`src/rtl/pu_decode_stage_pkg.sv`:
```
// Shared types for the PU decode stage: decoded command layout, opcode map and stage FSM states.
package pu_decode_stage_pkg;

  localparam int unsigned DEC_XLEN = 32;

  localparam logic [4:0] OPC_LOAD   = 5'b00000;
  localparam logic [4:0] OPC_OPI    = 5'b00100;
  localparam logic [4:0] OPC_AUIPC  = 5'b00101;
  localparam logic [4:0] OPC_STORE  = 5'b01000;
  localparam logic [4:0] OPC_AMO    = 5'b01011;
  localparam logic [4:0] OPC_OP     = 5'b01100;
  localparam logic [4:0] OPC_LUI    = 5'b01101;
  localparam logic [4:0] OPC_BRANCH = 5'b11000;
  localparam logic [4:0] OPC_JALR   = 5'b11001;
  localparam logic [4:0] OPC_JAL    = 5'b11011;
  localparam logic [4:0] OPC_END    = 5'b11100;

  typedef enum logic [0:0] {
    RUN  = 1'b0,
    HALT = 1'b1
  } dec_state_t;

  typedef struct packed {
    logic [4:0]          opcode;
    logic [4:0]          rd;
    logic [4:0]          rs1;
    logic [4:0]          rs2;
    logic [2:0]          funct3;
    logic [4:0]          funct5;
    logic [DEC_XLEN-1:0] imm;
    logic                load;
    logic                store;
    logic                opi;
    logic                op;
    logic                lui;
    logic                auipc;
    logic                branch;
    logic                jal;
    logic                jalr;
    logic                atomic;
    logic                end_program;
    logic                take_branch;
  } dec_type;

  function automatic logic opc_known(input logic [4:0] opc);
    case (opc)
      OPC_LOAD, OPC_OPI, OPC_AUIPC, OPC_STORE, OPC_AMO, OPC_OP,
      OPC_LUI, OPC_BRANCH, OPC_JALR, OPC_JAL, OPC_END: opc_known = 1'b1;
      default:                                         opc_known = 1'b0;
    endcase
  endfunction

endpackage

```
`src/rtl/pu_decode_core.sv`:
```
// Combinational RV32 word -> dec_type decoder; illegal encodings come out as an all-zero command.
module pu_decode_core
  import pu_decode_stage_pkg::*;
#(
  parameter int unsigned XLEN = DEC_XLEN
) (
  input  logic [31:0] inst_i,
  output dec_type     cmd_o,
  output logic        illegal_o
);

  logic [4:0]      opc;
  logic [2:0]      f3;
  logic [XLEN-1:0] imm_i, imm_s, imm_b, imm_u, imm_j, imm_sel;

  always_comb begin
    cmd_o   = '0;
    imm_sel = '0;
    opc     = inst_i[6:2];
    f3      = inst_i[14:12];

    imm_i = XLEN'($signed(inst_i[31:20]));
    imm_s = XLEN'($signed({inst_i[31:25], inst_i[11:7]}));
    imm_b = XLEN'($signed({inst_i[31], inst_i[7], inst_i[30:25], inst_i[11:8], 1'b0}));
    imm_u = XLEN'($signed({inst_i[31:12], 12'b0}));
    imm_j = XLEN'($signed({inst_i[31], inst_i[19:12], inst_i[20], inst_i[30:21], 1'b0}));

    illegal_o = (inst_i[1:0] != 2'b11) || !opc_known(opc) ||
                ((opc == OPC_BRANCH) && (f3[2:1] == 2'b01));

    cmd_o.opcode = opc;
    cmd_o.rd     = inst_i[11:7];
    cmd_o.rs1    = inst_i[19:15];
    cmd_o.rs2    = inst_i[24:20];
    cmd_o.funct3 = f3;
    cmd_o.funct5 = inst_i[31:27];

    case (opc)
      OPC_LOAD:  begin cmd_o.load  = 1'b1; imm_sel = imm_i; end
      OPC_OPI:   begin cmd_o.opi   = 1'b1; imm_sel = imm_i; end
      OPC_AUIPC: begin cmd_o.auipc = 1'b1; imm_sel = imm_u; end
      OPC_STORE: begin cmd_o.store = 1'b1; imm_sel = imm_s; end
      OPC_AMO:   cmd_o.atomic = (f3 == 3'b010);
      OPC_OP:    cmd_o.op = 1'b1;
      OPC_LUI:   begin cmd_o.lui   = 1'b1; imm_sel = imm_u; end
      OPC_BRANCH: begin
        // ALU computes SUB/SLT/SLTU; take_branch=1 means "branch when the ALU result is zero"
        cmd_o.branch = 1'b1;
        imm_sel      = imm_b;
        case (f3[2:1])
          2'b00:   begin cmd_o.funct3 = 3'b000; cmd_o.funct5 = 5'b01000; end
          2'b10:   begin cmd_o.funct3 = 3'b010; cmd_o.funct5 = 5'b00000; end
          default: begin cmd_o.funct3 = 3'b011; cmd_o.funct5 = 5'b00000; end
        endcase
        cmd_o.take_branch = (f3[2:1] == 2'b00) ? ~f3[0] : f3[0];
      end
      OPC_JALR:  begin cmd_o.jalr = 1'b1; imm_sel = imm_i; end
      OPC_JAL:   begin cmd_o.jal  = 1'b1; imm_sel = imm_j; end
      OPC_END:   cmd_o.end_program = 1'b1;
      default:   ;
    endcase

    cmd_o.imm = DEC_XLEN'(imm_sel);
    if (illegal_o) cmd_o = '0;
  end

endmodule

```
`src/rtl/pu_decode_stage.sv`:
```
// Registered decode stage with a one-entry skid buffer, RUN/HALT intake control and a saturating hand-off count.
// Optional feature: define PU_DEC_ILLEGAL_TRAP_EN to flag illegal words and halt on them.
module pu_decode_stage
  import pu_decode_stage_pkg::*;
#(
  parameter int unsigned IN_WIDTH  = 32,
  parameter int unsigned XLEN      = DEC_XLEN,
  parameter int unsigned PC_WIDTH  = 32,
  parameter int unsigned CNT_WIDTH = 16
) (
  input  logic                 clk,
  input  logic                 rst,
  input  logic                 in_valid,
  output logic                 in_ready,
  input  logic [IN_WIDTH-1:0]  in_inst,
  input  logic [PC_WIDTH-1:0]  in_pc,
  input  logic                 flush,
  output logic                 out_valid,
  input  logic                 out_ready,
  output dec_type              out_cmd,
  output logic [PC_WIDTH-1:0]  out_pc,
  output logic                 out_illegal,
  output logic                 halted,
  output logic [CNT_WIDTH-1:0] dec_count
);

  dec_type new_cmd;
  logic    new_ill;
  logic    trap_ill;

  pu_decode_core #(.XLEN(XLEN)) u_core (
    .inst_i    (in_inst[31:0]),
    .cmd_o     (new_cmd),
    .illegal_o (new_ill)
  );

  if (IN_WIDTH > 32) begin : g_wide_inst
    logic unused_upper;
    assign unused_upper = ^in_inst[IN_WIDTH-1:32];
  end

`ifdef PU_DEC_ILLEGAL_TRAP_EN
  assign trap_ill = new_ill;
`else
  logic unused_ill;
  assign unused_ill = new_ill;
  assign trap_ill   = 1'b0;
`endif

  dec_state_t           state_q, state_d;
  logic                 main_vld_q, main_vld_d, skid_vld_q, skid_vld_d;
  dec_type              main_cmd_q, main_cmd_d, skid_cmd_q, skid_cmd_d;
  logic [PC_WIDTH-1:0]  main_pc_q, main_pc_d, skid_pc_q, skid_pc_d;
  logic                 main_ill_q, main_ill_d, skid_ill_q, skid_ill_d;
  logic [CNT_WIDTH-1:0] cnt_q, cnt_d;
  logic                 accept, hand_off;

  // Built only from registers (and rst), so out_ready never reaches in_ready combinationally.
  assign in_ready = !rst && (state_q == RUN) && !skid_vld_q;
  assign accept   = in_valid && in_ready;
  assign hand_off = main_vld_q && out_ready;

  always_comb begin
    state_d    = state_q;
    main_vld_d = main_vld_q;
    main_cmd_d = main_cmd_q;
    main_pc_d  = main_pc_q;
    main_ill_d = main_ill_q;
    skid_vld_d = skid_vld_q;
    skid_cmd_d = skid_cmd_q;
    skid_pc_d  = skid_pc_q;
    skid_ill_d = skid_ill_q;
    cnt_d      = cnt_q;

    // Main frees up when empty or handing off; skid has priority since it is older.
    if (!main_vld_q || out_ready) begin
      if (skid_vld_q) begin
        main_vld_d = 1'b1;
        main_cmd_d = skid_cmd_q;
        main_pc_d  = skid_pc_q;
        main_ill_d = skid_ill_q;
        skid_vld_d = 1'b0;
      end else begin
        main_vld_d = accept;
        if (accept) begin
          main_cmd_d = new_cmd;
          main_pc_d  = in_pc;
          main_ill_d = trap_ill;
        end
      end
    end else if (accept) begin
      skid_vld_d = 1'b1;
      skid_cmd_d = new_cmd;
      skid_pc_d  = in_pc;
      skid_ill_d = trap_ill;
    end

    if (accept && (new_cmd.end_program || trap_ill)) state_d = HALT;
    if (hand_off && (cnt_q != '1)) cnt_d = cnt_q + 1'b1;

    if (flush) begin
      main_vld_d = 1'b0;
      skid_vld_d = 1'b0;
      state_d    = RUN;
      cnt_d      = '0;
    end
  end

  always_ff @(posedge clk) begin
    if (rst) begin
      state_q    <= RUN;
      main_vld_q <= 1'b0;
      main_cmd_q <= '0;
      main_pc_q  <= '0;
      main_ill_q <= 1'b0;
      skid_vld_q <= 1'b0;
      skid_cmd_q <= '0;
      skid_pc_q  <= '0;
      skid_ill_q <= 1'b0;
      cnt_q      <= '0;
    end else begin
      state_q    <= state_d;
      main_vld_q <= main_vld_d;
      main_cmd_q <= main_cmd_d;
      main_pc_q  <= main_pc_d;
      main_ill_q <= main_ill_d;
      skid_vld_q <= skid_vld_d;
      skid_cmd_q <= skid_cmd_d;
      skid_pc_q  <= skid_pc_d;
      skid_ill_q <= skid_ill_d;
      cnt_q      <= cnt_d;
    end
  end

  assign out_valid   = main_vld_q;
  assign out_cmd     = main_cmd_q;
  assign out_pc      = main_pc_q;
  assign out_illegal = main_ill_q;
  assign halted      = (state_q == HALT);
  assign dec_count   = cnt_q;

endmodule

```
`config.mk`:
```
export PLATFORM = sky130hd
export DESIGN_NAME = pu_decode_stage
export DESIGN_NICKNAME = d
export VERILOG_FILES = /design/src/rtl/pu_decode_stage_pkg.sv /design/src/rtl/pu_decode_core.sv /design/src/rtl/pu_decode_stage.sv
export SDC_FILE = /design/constraint.sdc
export NUM_CORES = 1
export LEC_CHECK = 0
export CORE_MARGIN = 2
export CORE_UTILIZATION = 50
export DETAILED_ROUTE_END_ITERATION = 6
export PLACE_DENSITY_LB_ADDON = 0.3
export SYNTH_ARGS = -nofsm -noshare
export SYNTH_HDL_FRONTEND = slang
export SYNTH_SLANG_ARGS = --single-unit
```
`constraint.sdc`:
```
create_clock -name clk -period 5.95 [get_ports clk]
set_input_delay 0.8925 -clock clk [delete_from_list [all_inputs] [get_ports clk]]
set_output_delay 0.8925 -clock clk [all_outputs]
set_load 0.01 [all_outputs]
```
==> results_dict.tcl <==
set metrics [dict create \
    whs_ns 0.449 \
    postRouteWirelength_um 27300 \
    crit_chain "clkdlybuf4s50_1 > mux2_2 > o22ai_1 > and4_1 > a32o_1" \
    cts_buffers 23 \
    die_width_um 142 \
    leakagePower_nw 4.11 \
    cts_sinks 227 \
    dr.pass1.iters 5 \
    finalWeightedCongestion 0.939 \
    cp-end-kind "flip-flop" \
    ys_async_sr_fraction 0 \
    ff2ff_path_depth 5 \
    core_um2 18700 \
    finalSetupTns_ns 0 \
    rsz0062_at_grt "no" \
    dp_cells 1444 \
    syn_area_per_cell_um2 8.60 \
    dp_hpwl_um 17700 \
    max-clock-path-buffers 3 \
    synth-compound-area-share 0.238 \
    path_clk_slew_ns 0.06 \
    initial_core_util 0.509 \
    hold_violations 0 \
    required_ns 6.39 \
    setup_violations 0 \
    wl_per_cell_um 18.4 \
    cp_max_fo 21 \
    syn_nets 1181 \
    ant_nets 0 \
    grt_antenna_before_repair 0 \
    synth_edf_count 0 \
    clkLatencyLatePin_ns 0.50 \
    die-area_um2 20200 \
    nets 1308 \
    grt_max_degree 74 \
    grt_use_total 0.259 \
    finClkSkew_ns 0.00878 \
    syn-cell-area_um2 9530 \
    grt_overflow 0 \
    fmax_mhz 270 \
    yosys_warnings 0 \
    synthSimpleGateAreaFrac 0.182 \
    htreeDepth 1 \
    grt_pass1_vias 8222 \
    synth.distinct_cells 57 \
    dieHeight_um 142 \
    slew_headroom 0.149 \
    drtIter0Drc 772 \
    critPathKind "in2reg" \
    cts_root_buf "clkbuf_16" \
    post-cts-setup-buffer-count 0 \
    synth_xor_area_frac 0 \
    synth_adder_area_share 0.00525 \
    num_io_pins 193 \
    viasPerCell 6.03 \
    cp_slowest_stage_delay_ns 0.87 \
    ys.flop_type "dfxtp_1" \
    holdPathEnd "skid_cmd_q[8]" \
    p_per_area_nw_per_um2 273 \
    slew_violations 0 \
    ir_drop_mv 0.187 \
    finalCriticalPeriod_ns 3.71 \
    tightest_slew_ns 1.27 \
    vias 8946 \
    ys_seq_elements 227 \
    place_ws_ns 1.85 \
    postSynthCellCount 1108 \
    cts_tree "done" \
    layout_setup_ws_ns 2.24 \
    num_antenna_cells 0 \
    min_from "skid_cmd_q[8]" \
    rr_startpoint "skid_vld_q" \
    rows 50 \
    final_cells 1483 \
    synth_top_family_by_area "compound AO/OA/AOI/OAI gates" \
    final_util 0.651 \
    placed_cell_area_um2 11400 \
    fin_crit_sh 0.623 \
    ctsResizeCount 0 \
    final_area_um2 12200 \
    grt_pass1_wl_um 42900 \
    finalPower_mw 3.32 \
    r2r_slack_ns 2.72 \
    status "complete, no violations" \
    area_growth_pct 27.7 \
    yosysSeqAreaShare 0.477 \
    num-fill-cells 1570 \
    cap_violations 0 \
    drc_errors 0 \
    timing.rr.end "out_pc[6]" \
    muxShareOfSynthArea 0.0427 \
    drive_gt1_frac 0.0576 \
    crit_slowest_cell "and4_1" \
    hold_depth 2 \
    min_path_type "reg2reg" \
    crit_arrival_ns 4.15 \
    cp-start-kind "input pin" \
    portBuffers 191 \
    holdBufCountCts 0 \
]
## cells in the mapped netlist, types with 5 or more instances
master / number / share of area
a21oi_1: 118 / 0.062
nand2_1: 143 / 0.056
nor2_1: 84 / 0.033
buf_2: 19 / 0.010
o21ai_1: 5 / 0.0026
a2111oi_0: 6 / 0.0055
nand4_1: 44 / 0.029
and3_1: 24 / 0.016
nor3_1: 12 / 0.0063
a22oi_1: 5 / 0.0039
mux2_2: 5 / 0.0059
buf_1: 11 / 0.0043
o21ai_0: 47 / 0.025
nor4_1: 5 / 0.0033
dfxtp_1: 227 / 0.48
a22o_1: 21 / 0.019
inv_1: 17 / 0.0067
and2_1: 5 / 0.0033
mux2i_1: 35 / 0.037
nand3_1: 12 / 0.0063
o31ai_1: 24 / 0.019
a32oi_1: 14 / 0.013
clkbuf_1: 66 / 0.026
or4_1: 8 / 0.0063
a211oi_1: 68 / 0.054
o22ai_1: 26 / 0.017
or3_1: 5 / 0.0033
## worst max-delay path, delay by kind of cell
kind / cells / cell delay, ns
muxes: 1 / 0.47
and+or+nand+nor: 1 / 0.87
buffers and inverters: 1 / 0.77
AOI/OAI and AO/OA: 2 / 1.14
## logic make-up after synthesis
group	Yosys count
buffers and inverters	120
adders and majority gates	4
muxes	40
and+or+nand+nor	365
AOI/OAI and AO/OA	351
DFF	227
other	1
## worst max path at each step
stage | from | to | depth (start not counted)
floorplan | rst | in_ready | 4
global placement | in_inst[4] | skid_cmd_q[9] | 5
detailed placement | in_inst[4] | skid_cmd_q[9] | 5
CTS | in_inst[4] | skid_cmd_q[9] | 5
global route | in_inst[4] | skid_cmd_q[9] | 5
finish | in_inst[4] | skid_cmd_q[9] | 5
## state kept, by name, summed over array words and instances, names as in the netlist
| register | flops |
|---|---|
| skid_pc_q | 32 |
| skid_cmd_q | 72 |
| out_pc | 32 |
| halted | 1 |
| skid_vld_q | 1 |
| dec_count | 16 |
| out_cmd | 72 |
| out_valid | 1 |
## power breakdown
group	switching (mW)	internal (mW)	leakage, nW
clock network	0.588	0.824	0.363
registers	0.0199	1.55	1.84
logic	0.190	0.148	1.90
total	0.798	2.53	4.11
## area by class of cell
class                           instances  area [um^2]  area share
Sequential cell                       227         4550       0.374
Clock inverter                          8         70.1     0.00576
Inverter                               17         63.8     0.00524
Clock buffer                           31          666      0.0547
Timing Repair Buffer                  205         2010       0.165
Tap cell                              234          293      0.0241
Multi-Input combinational cell        761         4520       0.371
## cell usage in the layout (no fill, tap or decap), drive strengths merged, types with 8 or more instances in the layout
master	count
dfxtp	227
clkdlybuf4s50	190
nand2	143
a21oi	118
nor2	84
a211oi	69
o21ai	52
nand4	44
mux2i	35
clkbuf	31
o22ai	26
and3	24
o31ai	24
a22o	21
inv	17
buf	15
a32oi	14
nand3	14
nor3	12
or4	8
## routing by layer
metal,GRT usage,vias up,wire (um),share of wire
met1,0.350,4221,11700,0.43
met2,0.422,348,12700,0.47
met4,0.0816,0,816,0.030
met3,0.0498,70,2070,0.076
met5,0,-,0,0
li1,-,4307,-,-
No activity file was read; power rests on OpenSTA's default activity.
